[config.mk]
export PLATFORM = sky130hd
export DESIGN_NAME = rid_seq_tracker
export DESIGN_NICKNAME = d
export VERILOG_FILES = /design/src/rtl/rid_seq_tracker.sv
export SDC_FILE = /design/constraint.sdc
export NUM_CORES = 1
export LEC_CHECK = 0
export ABC_CLOCK_PERIOD_IN_PS = 12900
export BUFFER_PORTS_ARGS = -buffer_cell sky130_fd_sc_hd__buf_4
export CAP_MARGIN = 25
export CORE_UTILIZATION = 30
export DETAILED_ROUTE_END_ITERATION = 7
export SYNTH_ARGS = -nofsm -noshare
export SYNTH_HDL_FRONTEND = slang
export SYNTH_SLANG_ARGS = --single-unit
[constraint.sdc]
create_clock -name clk -period 12.9 [get_ports clk]
set_input_delay 0.645 -clock clk [delete_from_list [all_inputs] [get_ports clk]]
set_output_delay 0.645 -clock clk [all_outputs]
set_load 0.01 [all_outputs]
[src/rtl/rid_seq_tracker.sv]
// -----------------------------------------------------------------------------
// rid_seq_tracker
//
// Tracks AXI read sequence tags for each ID on the master side of the read path.
// There are NUM_IDS = 2**ID_WIDTH IDs, and each ID holds up to DEPTH = 2**SEQ_WIDTH tags.
//
//  - When an AR is issued, the block hands out the next tag for that ID (ar_seq).
//  - On the R channel it flags the beat that is next in order for its ID (r_in_order).
//  - When the last beat of an in-order burst is accepted, it retires that tag.
//  - It keeps an outstanding count per ID.
//    When an ID has DEPTH tags in flight, AR issue for that ID is blocked (ar_full).
//  - It records overflow and out-of-order protocol errors in sticky flags.
//
// Ports
//  clk, reset            rising-edge clock, asynchronous active-high reset
//  ar_id, ar_fire        AR request ID and handshake strobe
//  ar_seq, ar_full       tag for ar_id and "ID full" backpressure (combinational)
//  RID                   {seq, id} of the R beat presented
//  RVALID/RREADY/RLAST   R channel handshake and last-beat marker
//  r_in_order            presented beat is the next expected one (combinational)
//  r_retire, r_retire_id registered pulse and ID for a retirement
//  outstanding           packed per-ID counts, ID k at [k*(SEQ_WIDTH+1) +: SEQ_WIDTH+1]
//  idle                  registered, all counts are zero
//  err_overflow          sticky, AR fired while the ID was full
//  err_order             sticky, beat accepted while it was not in order
//  err_clear             synchronous clear of both sticky flags (a set in the same cycle wins)
// -----------------------------------------------------------------------------
module rid_seq_tracker #(
    parameter int ID_WIDTH  = 2,
    parameter int SEQ_WIDTH = 4
) (
    input  logic                                      clk,
    input  logic                                      reset,
    input  logic [ID_WIDTH-1:0]                       ar_id,
    input  logic                                      ar_fire,
    output logic [SEQ_WIDTH-1:0]                      ar_seq,
    output logic                                      ar_full,
    input  logic [ID_WIDTH+SEQ_WIDTH-1:0]             RID,
    input  logic                                      RVALID,
    input  logic                                      RREADY,
    input  logic                                      RLAST,
    output logic                                      r_in_order,
    output logic                                      r_retire,
    output logic [ID_WIDTH-1:0]                       r_retire_id,
    output logic [(2**ID_WIDTH)*(SEQ_WIDTH+1)-1:0]    outstanding,
    output logic                                      idle,
    output logic                                      err_overflow,
    output logic                                      err_order,
    input  logic                                      err_clear
);

    localparam int NUM_IDS = 2**ID_WIDTH;
    localparam int DEPTH   = 2**SEQ_WIDTH;
    localparam int CW      = SEQ_WIDTH + 1;
    localparam logic [CW-1:0] FULL_CNT = CW'(DEPTH);

    // Per-ID state, collected into arrays so the muxes below can index it.
    logic [SEQ_WIDTH-1:0] w_issue_ptr  [NUM_IDS];
    logic [SEQ_WIDTH-1:0] w_retire_ptr [NUM_IDS];
    logic [CW-1:0]        w_count      [NUM_IDS];
    logic [CW-1:0]        w_count_next [NUM_IDS];
    logic [NUM_IDS-1:0]   w_zero_next;
    logic [NUM_IDS-1:0]   w_issue_hit;
    logic [NUM_IDS-1:0]   w_retire_hit;

    // Split RID into its ID and sequence-tag fields.
    logic [ID_WIDTH-1:0]  w_rid_id;
    logic [SEQ_WIDTH-1:0] w_rid_seq;
    assign w_rid_id  = RID[ID_WIDTH-1:0];
    assign w_rid_seq = RID[ID_WIDTH+SEQ_WIDTH-1:ID_WIDTH];

    // Combinational request-side views.
    assign ar_seq     = w_issue_ptr[ar_id];
    assign ar_full    = (w_count[ar_id] == FULL_CNT);
    assign r_in_order = RVALID && (w_count[w_rid_id] != '0)
                        && (w_rid_seq == w_retire_ptr[w_rid_id]);

    logic w_issue;
    logic w_retire;
    logic w_ovf_set;
    logic w_ord_set;

    // ar_full uses the count from before the clock edge.
    // If an ID is full, a retire in the same cycle does not let an issue through.
    assign w_issue   = ar_fire && !ar_full;
    assign w_retire  = r_in_order && RREADY && RLAST;
    assign w_ovf_set = ar_fire && ar_full;
    assign w_ord_set = RVALID && RREADY && !r_in_order;

    genvar gi;
    generate
        for (gi = 0; gi < NUM_IDS; gi++) begin : g_id
            logic [SEQ_WIDTH-1:0] r_issue_ptr;
            logic [SEQ_WIDTH-1:0] r_retire_ptr;
            logic [CW-1:0]        r_count;
            logic [CW-1:0]        w_next;

            assign w_issue_hit[gi]  = w_issue  && (ar_id    == ID_WIDTH'(gi));
            assign w_retire_hit[gi] = w_retire && (w_rid_id == ID_WIDTH'(gi));

            // If an issue and a retire hit the same ID in one cycle, they cancel in the count.
            always_comb begin
                w_next = r_count;
                case ({w_issue_hit[gi], w_retire_hit[gi]})
                    2'b10:   w_next = r_count + CW'(1);
                    2'b01:   w_next = r_count - CW'(1);
                    default: w_next = r_count;
                endcase
            end

            // Pointers wrap naturally modulo DEPTH.
            always_ff @(posedge clk or posedge reset) begin
                if (reset) begin
                    r_issue_ptr  <= '0;
                    r_retire_ptr <= '0;
                    r_count      <= '0;
                end else begin
                    if (w_issue_hit[gi])
                        r_issue_ptr <= r_issue_ptr + SEQ_WIDTH'(1);
                    if (w_retire_hit[gi])
                        r_retire_ptr <= r_retire_ptr + SEQ_WIDTH'(1);
                    r_count <= w_next;
                end
            end

            assign w_issue_ptr[gi]  = r_issue_ptr;
            assign w_retire_ptr[gi] = r_retire_ptr;
            assign w_count[gi]      = r_count;
            assign w_count_next[gi] = w_next;
            assign w_zero_next[gi]  = (w_next == '0);
            assign outstanding[gi*CW +: CW] = r_count;
        end
    endgenerate

    // Registered status and sticky errors.
    // idle is taken from the next-state counts, so it rises on the edge of the last retire.
    always_ff @(posedge clk or posedge reset) begin
        if (reset) begin
            r_retire     <= 1'b0;
            r_retire_id  <= '0;
            idle         <= 1'b1;
            err_overflow <= 1'b0;
            err_order    <= 1'b0;
        end else begin
            r_retire <= w_retire;
            if (w_retire)
                r_retire_id <= w_rid_id;
            idle         <= &w_zero_next;
            err_overflow <= w_ovf_set | (err_overflow & ~err_clear);
            err_order    <= w_ord_set | (err_order & ~err_clear);
        end
    end

endmodule

; ---- Word-level counts from Yosys, hierarchy flattened
; Index checks and enable logic that the tools add are counted.
; W data, S select, Z words.
[totals]
input_bits = 15
regBits = 58
wordCells = 100
out_inout_bits = 32
[classes]
n_addsub = 16
eq_ne = 16
n_reduce_logical = 26
n_lt_le_gt_ge = 2
mux = 16
bitwise = 7
[ops]
columns = cell, n
row1 = $pmux W5 S2, 4
row2 = $add A4 B1 Y4 const B, 8
row3 = $add A5 B1 Y5 const B, 4
row4 = $bmux W5 S2, 2
row5 = $logic_not A5 Y1, 4
row6 = $mux W5, 4
row7 = $sub A5 B1 Y5 const B, 4
row8 = $bmux W4 S2, 2
row9 = $eq A2 B2 Y1 const B, 8
row10 = $logic_and A1 B1 Y1, 16
row11 = $mux W4, 4
row12 = $eq A2 B1 Y1 const B, 6
row13 = $ge A3 B3 Y1 const B, 2
row14 = $not A2 Y3, 2
row15 = $eq A5 B5 Y1 const B, 1
row16 = $reduce_bool A5 Y1, 1
row17 = $eq A4 B4 Y1, 1
row18 = $logic_not A2 Y1, 2
row19 = $reduce_and A4 Y1, 1
row20 = $and A1 B1 Y1, 2
row21 = $logic_not A1 Y1, 2
row22 = $or A1 B1 Y1, 2
row23 = $not A1 Y1, 1

; ---- Depth between registers and ports, before layout
[logic_depth]
depth_word = 14
mapped_depth = 15
ltp_nobuf = 13

; ---- Worst setup path after synthesis
; Ideal clock, no wire load.
[synth_timing]
path_kind = input to register
from = input port ar_id[1]
to = register idle
arrival_time_ns = 4.398
path_buffers = 2
slack_ns = 8.405
cell_stages = 14
t_required_ns = 12.803
setup_ns = 0.097
path_cell_list = clkbuf_1 -> mux4_2 -> and2_1 -> clkbuf_1 -> nor3_1 -> inv_1 -> ha_1 -> fa_1 -> mux2_2 -> nor4_1 -> nor4b_1 -> o2111ai_1 -> or4b_1 -> nor4_1
[synth_between]
elab_chain_cells = 12
[synth_lines]
columns = element, line
row1 = "start, declared", 34  ; input logic [ID_WIDTH-1:0] ar_id,
row2 = $not A2 Y3 (not written as such) (*), 74  ; assign ar_full = (w_count[ar_id] == FULL_CNT);
row3 = $bmux W5 S2 (*), 74
row4 = $mux W5 (not written as such) (*) (2 in series), 74
row5 = $eq A5 B5 Y1 (*), 74
row6 = net ar_full, 37  ; output logic ar_full,
row7 = $logic_not A1 Y1 (*), 85  ; assign w_issue = ar_fire && !ar_full;
row8 = $logic_and A1 B1 Y1 (*), 85
row9 = $logic_and A1 B1 Y1 (*), 98  ; assign w_issue_hit[gi] = w_issue && (ar_id == ID_WIDTH'(gi));
row10 = $eq A2 B1 Y1 or $eq A2 B2 Y1 (tied branches), 104  ; case ({w_issue_hit[gi], w_retire_hit[gi]})
row11 = $pmux W5 S2 (*), 104
row12 = net g_id[2].w_next[1], 96  ; logic [CW-1:0] w_next;
row13 = $logic_not A5 Y1 (*), 130  ; assign w_zero_next[gi] = (w_next == '0);
row14 = $reduce_and A4 Y1 (*), 148  ; idle <= &w_zero_next;
row15 = "end signal, assigned", 148
row16 = "end, declared", 46  ; output logic idle,
; Mark *: on every way through the listed nets, which the timed path passes. The rest lies on a longest branch. The select of a mux whose other input is x is not followed.
; A chain may end at the register's enable or synchronous reset.

; ---- Worst setup path in the final report
[layout_timing]
from = register g_id[2].r_count[0]
to = register idle
[layout_between]
elab_chain_cells = 13
[layout_lines]
columns = element, line
row1 = "start, declared", 95  ; logic [CW-1:0] r_count;
row2 = "start signal, assigned", 122  ; r_count <= w_next;
row3 = $bmux W5 S2 (*), 75  ; assign r_in_order = RVALID && (w_count[w_rid_id] != '0)
row4 = $mux W5 (not written as such) (*) (2 in series), 75
row5 = $reduce_bool A5 Y1 (*), 75
row6 = $logic_and A1 B1 Y1 (*), 75
row7 = $logic_and A1 B1 Y1 (*), 76  ; && (w_rid_seq == w_retire_ptr[w_rid_id]);
row8 = $logic_and A1 B1 Y1 (*) (2 in series), 86  ; assign w_retire = r_in_order && RREADY && RLAST;
row9 = $logic_and A1 B1 Y1 (*), 99  ; assign w_retire_hit[gi] = w_retire && (w_rid_id == ID_WIDTH'(gi));
row10 = net w_retire_hit[2], 64  ; logic [NUM_IDS-1:0] w_retire_hit;
row11 = $eq A2 B1 Y1 or $eq A2 B2 Y1 (tied branches), 104
row12 = $pmux W5 S2 (*), 104
row13 = net g_id[2].w_next[1], 96
row14 = $logic_not A5 Y1 (*), 130
row15 = $reduce_and A4 Y1 (*), 148
; Marked as above.

==> impl_metrics.env <==
export IMPL_status="finished clean"
export IMPL_grt_max_degree=59
export IMPL_cts_made_buffers=9
export IMPL_rows=39
export IMPL_m1WireLength_mm=3.589
export IMPL_grt_first_pass_wirelength_mm=11.92
export IMPL_coreArea_um2=11370
export IMPL_dieArea_um2=12090
export IMPL_fin_nets=385
export IMPL_synth_most_common_cell="dfrtp_1"
export IMPL_clockBufferDepth=2
export IMPL_p_per_area_nw_per_um2=184.6
export IMPL_seqPwrFrac_pct=38.2
export IMPL_start_util_pct=30.76
export IMPL_final_max_slew_viol_count=0
export IMPL_critPathKind="flop to flop"
export IMPL_period_needed_ns=4.514
export IMPL_synth_top_area_cell="dfrtp_1"
export IMPL_synth_cell_type_count=50
export IMPL_ys_warn_count=0
export IMPL_worst_slew_pin_slew_ns=0.7569
export IMPL_power_uw=788.0
export IMPL_netlist_area_um2=3497
export IMPL_start_kind="flop"
export IMPL_synth_top_area_share_pct=40.79
export IMPL_critPathLaunch="g_id[2].r_count[0]$_DFF_PP0_"
export IMPL_crit_arrival_ns=4.74
export IMPL_vias_per_cell=4.855
export IMPL_overflow=0
export IMPL_num_antenna_cells=0
export IMPL_rr_worst_depth=13
export IMPL_die_x_um=110.0
export IMPL_wl_met2_mm=3.438
export IMPL_p_int_uw=521.6
export IMPL_cellLeakagePower_uw=0.002027
export IMPL_period_share_pct=34.99
export IMPL_switching_share_pct=33.80
export IMPL_drive_above_1_share_pct=27.38
export IMPL_path_max_fanout=8
export IMPL_clock_latency_ns=0.32
export IMPL_synth_common_cells="dfrtp_1 (57), xor2_1 (25), ha_1 (24)"
export IMPL_r2r_end="idle$_DFF_PP1_"
export IMPL_die_y_um=110.0
export IMPL_fmax_ghz=0.2215
export IMPL_cts_setup_buffers=0
export IMPL_vias=2379
export IMPL_maxCapViolCount=0
export IMPL_seq_area_frac_synth_pct=41.54
export IMPL_path_clk_slew_ns=0.05
export IMPL_hp_class="flop to flop"
export IMPL_cts_tree="built"
export IMPL_post_drt_wl_per_cell_um=15.00
export IMPL_crit_reg2reg_launch="g_id[2].r_count[0]$_DFF_PP0_"
export IMPL_tns_ns=0
export IMPL_fin_skew_ns=0.006813
export IMPL_firstDrtPassIters=4
export IMPL_endpoint="idle$_DFF_PP1_"
export IMPL_wirelength_mm=7.350
export IMPL_port_buffers=46
export IMPL_cts_resized_gates=0
export IMPL_design_area_um2=4269
export IMPL_top_layer_used="met4"
export IMPL_antenna_left=0
export IMPL_grt_total_usage_pct=13.29
export IMPL_gp_congestion=0.8025
export IMPL_vdd_drop_max_uv=94.00
export IMPL_clock_sinks=58
export IMPL_drt_iter0_drc=49
export IMPL_hpwl_mm=5.610
export IMPL_pwr_share_clk_pct=30.2
export IMPL_async_flop_share_pct=100.0
export IMPL_grt_pass1_vias=2317
export IMPL_finalSetupViolations=0
export IMPL_ctsHoldBuffers=0
export IMPL_rsz0062_at_grt="false"
export IMPL_ios=47
export IMPL_synth_edf_count=0
export IMPL_syn_avg_cell_area_um2=11.89
export IMPL_antenna_found_initial=0
export IMPL_p_comb_share_pct=31.6
export IMPL_ys_seq_elements=58
export IMPL_dpl_instance_area_um2=3964
export IMPL_root_buffer="clkbuf_16"
export IMPL_cts_htree_levels=3
export IMPL_max_slew_margin_pct=49.08
export IMPL_critPathCaptureType="flop"
export IMPL_area_growth_pct=22.08
export IMPL_syn_num_nets=337
export IMPL_dr_wl_met3_um=223
export IMPL_synthTopCellsByArea="dfrtp_1 (41%), ha_1 (8.6%), xor2_1 (6.3%)"
export IMPL_required_ns=13.13
export IMPL_synth_cells=294
export IMPL_p_sw_uw=266.4
export IMPL_drc_errors=0
export IMPL_synth_flop_cell="dfrtp_1"
export IMPL_finalHoldViolCount=0
export IMPL_ff2ff_setup_slack_ns=8.39
-- critical path: stages (launching register included) --
cell and delay (ns):
dfrtp_1 0.49, nor4_1 0.14, a32o_1 0.27, or4_4 0.53, and2_1 0.33, nor3_4 0.30, ha_1 0.32, fa_1 0.46
mux2_2 0.28, nor4_1 0.26, nor4b_1 0.25, o2111ai_1 0.15, or4b_1 0.47, nor4_1 0.17
-- routing by layer --
metal  global-route usage, %  up-vias
met1                   18.04     1163
met2                   20.27       34
met3                   3.379        8
li1                        -     1174
met4                   5.048        0
met5                       0        -
-- cell families after synthesis --
group,count (synthesis),synth area share (%)
xor gates and xnor gates,46,11.52
buffers and inverters,23,3.256
DFF,58,41.54
AOI/OAI and AO/OA,34,6.476
and+or+nand+nor,79,15.31
muxes,26,11.02
adders and majority gates,28,10.88
-- area by class of cell --
type | instances | area [um^2]
fill | 1093 | 7101
timing repair buffer | 47 | 352.8
clock buffer | 10 | 239.0
multi-input combinational | 213 | 1931
sequential | 58 | 1453
tap | 143 | 178.9
inverter | 13 | 48.80
clock inverter | 6 | 66.31
-- power groups by stage --
| stage | clock, uW | combinational (uW) | sequential (uW) |
|---|---|---|---|
| after floorplan | 0 | 155 | 298 |
| after CTS | 244 | 253 | 302 |
| after detailed placement | 0 | 251 | 304 |
| after global routing | 251 | 278 | 311 |
| final | 238 | 249 | 301 |
| after global placement | 0 | 247 | 304 |
-- flip-flops by register name (all words and copies together) (netlist names) --
signal	flops
g_id.r_retire_ptr	16
g_id.r_count	20
g_id.r_issue_ptr	16
r_retire	1
err_order	1
r_retire_id	2
err_overflow	1
idle	1
-- worst min-delay path by stage --
stage | start | to | slack, ns | depth (start not counted)
global placement | g_id[1].r_retire_ptr[3]$_DFFE_PP0P_ | g_id[1].r_retire_ptr[3]$_DFFE_PP0P_ | 0.46 | 1
detailed placement | g_id[3].r_issue_ptr[3]$_DFFE_PP0P_ | g_id[3].r_issue_ptr[3]$_DFFE_PP0P_ | 0.46 | 1
finish | g_id[3].r_issue_ptr[3]$_DFFE_PP0P_ | g_id[3].r_issue_ptr[3]$_DFFE_PP0P_ | 0.46 | 1
global route | g_id[2].r_issue_ptr[3]$_DFFE_PP0P_ | g_id[2].r_issue_ptr[3]$_DFFE_PP0P_ | 0.49 | 1
floorplan | g_id[2].r_issue_ptr[3]$_DFFE_PP0P_ | g_id[2].r_issue_ptr[3]$_DFFE_PP0P_ | 0.44 | 1
CTS | g_id[3].r_issue_ptr[3]$_DFFE_PP0P_ | g_id[3].r_issue_ptr[3]$_DFFE_PP0P_ | 0.46 | 1
-- per-stage QoR --
| stage | cells | util, % | hold WS [ns] | setup slack (ns) |
|---|---|---|---|---|
| after floorplan | 294 | - | 0.4365 | 8.405 |
| after global placement | 474 | 34.86 | 0.4563 | 8.238 |
| after detailed placement | 474 | 34.86 | 0.4577 | 8.143 |
| after CTS | 490 | 37.55 | 0.4647 | 8.348 |
| after global routing | 490 | 37.55 | 0.4883 | 7.916 |
| final | 490 | 37.55 | 0.4639 | 8.386 |
-- layout by cell type (no fill, tap or decap), types with 4 or more instances in the layout --
cell and instances:
a21oi_1 11, mux2i_1 4, nor3b_1 4, a21o_1 6, nand4_1 5, xor2_1 25, nor2_1 13, nand2_1 14
inv_1 12, dfrtp_1 57, ha_1 24, mux2_2 14, buf_4 47, nand3_1 8, nor4_1 10, mux4_2 6
fa_1 4, clkbuf_16 9, xnor2_1 21, o21ai_0 7
No activity file was read; power rests on OpenSTA's default activity.
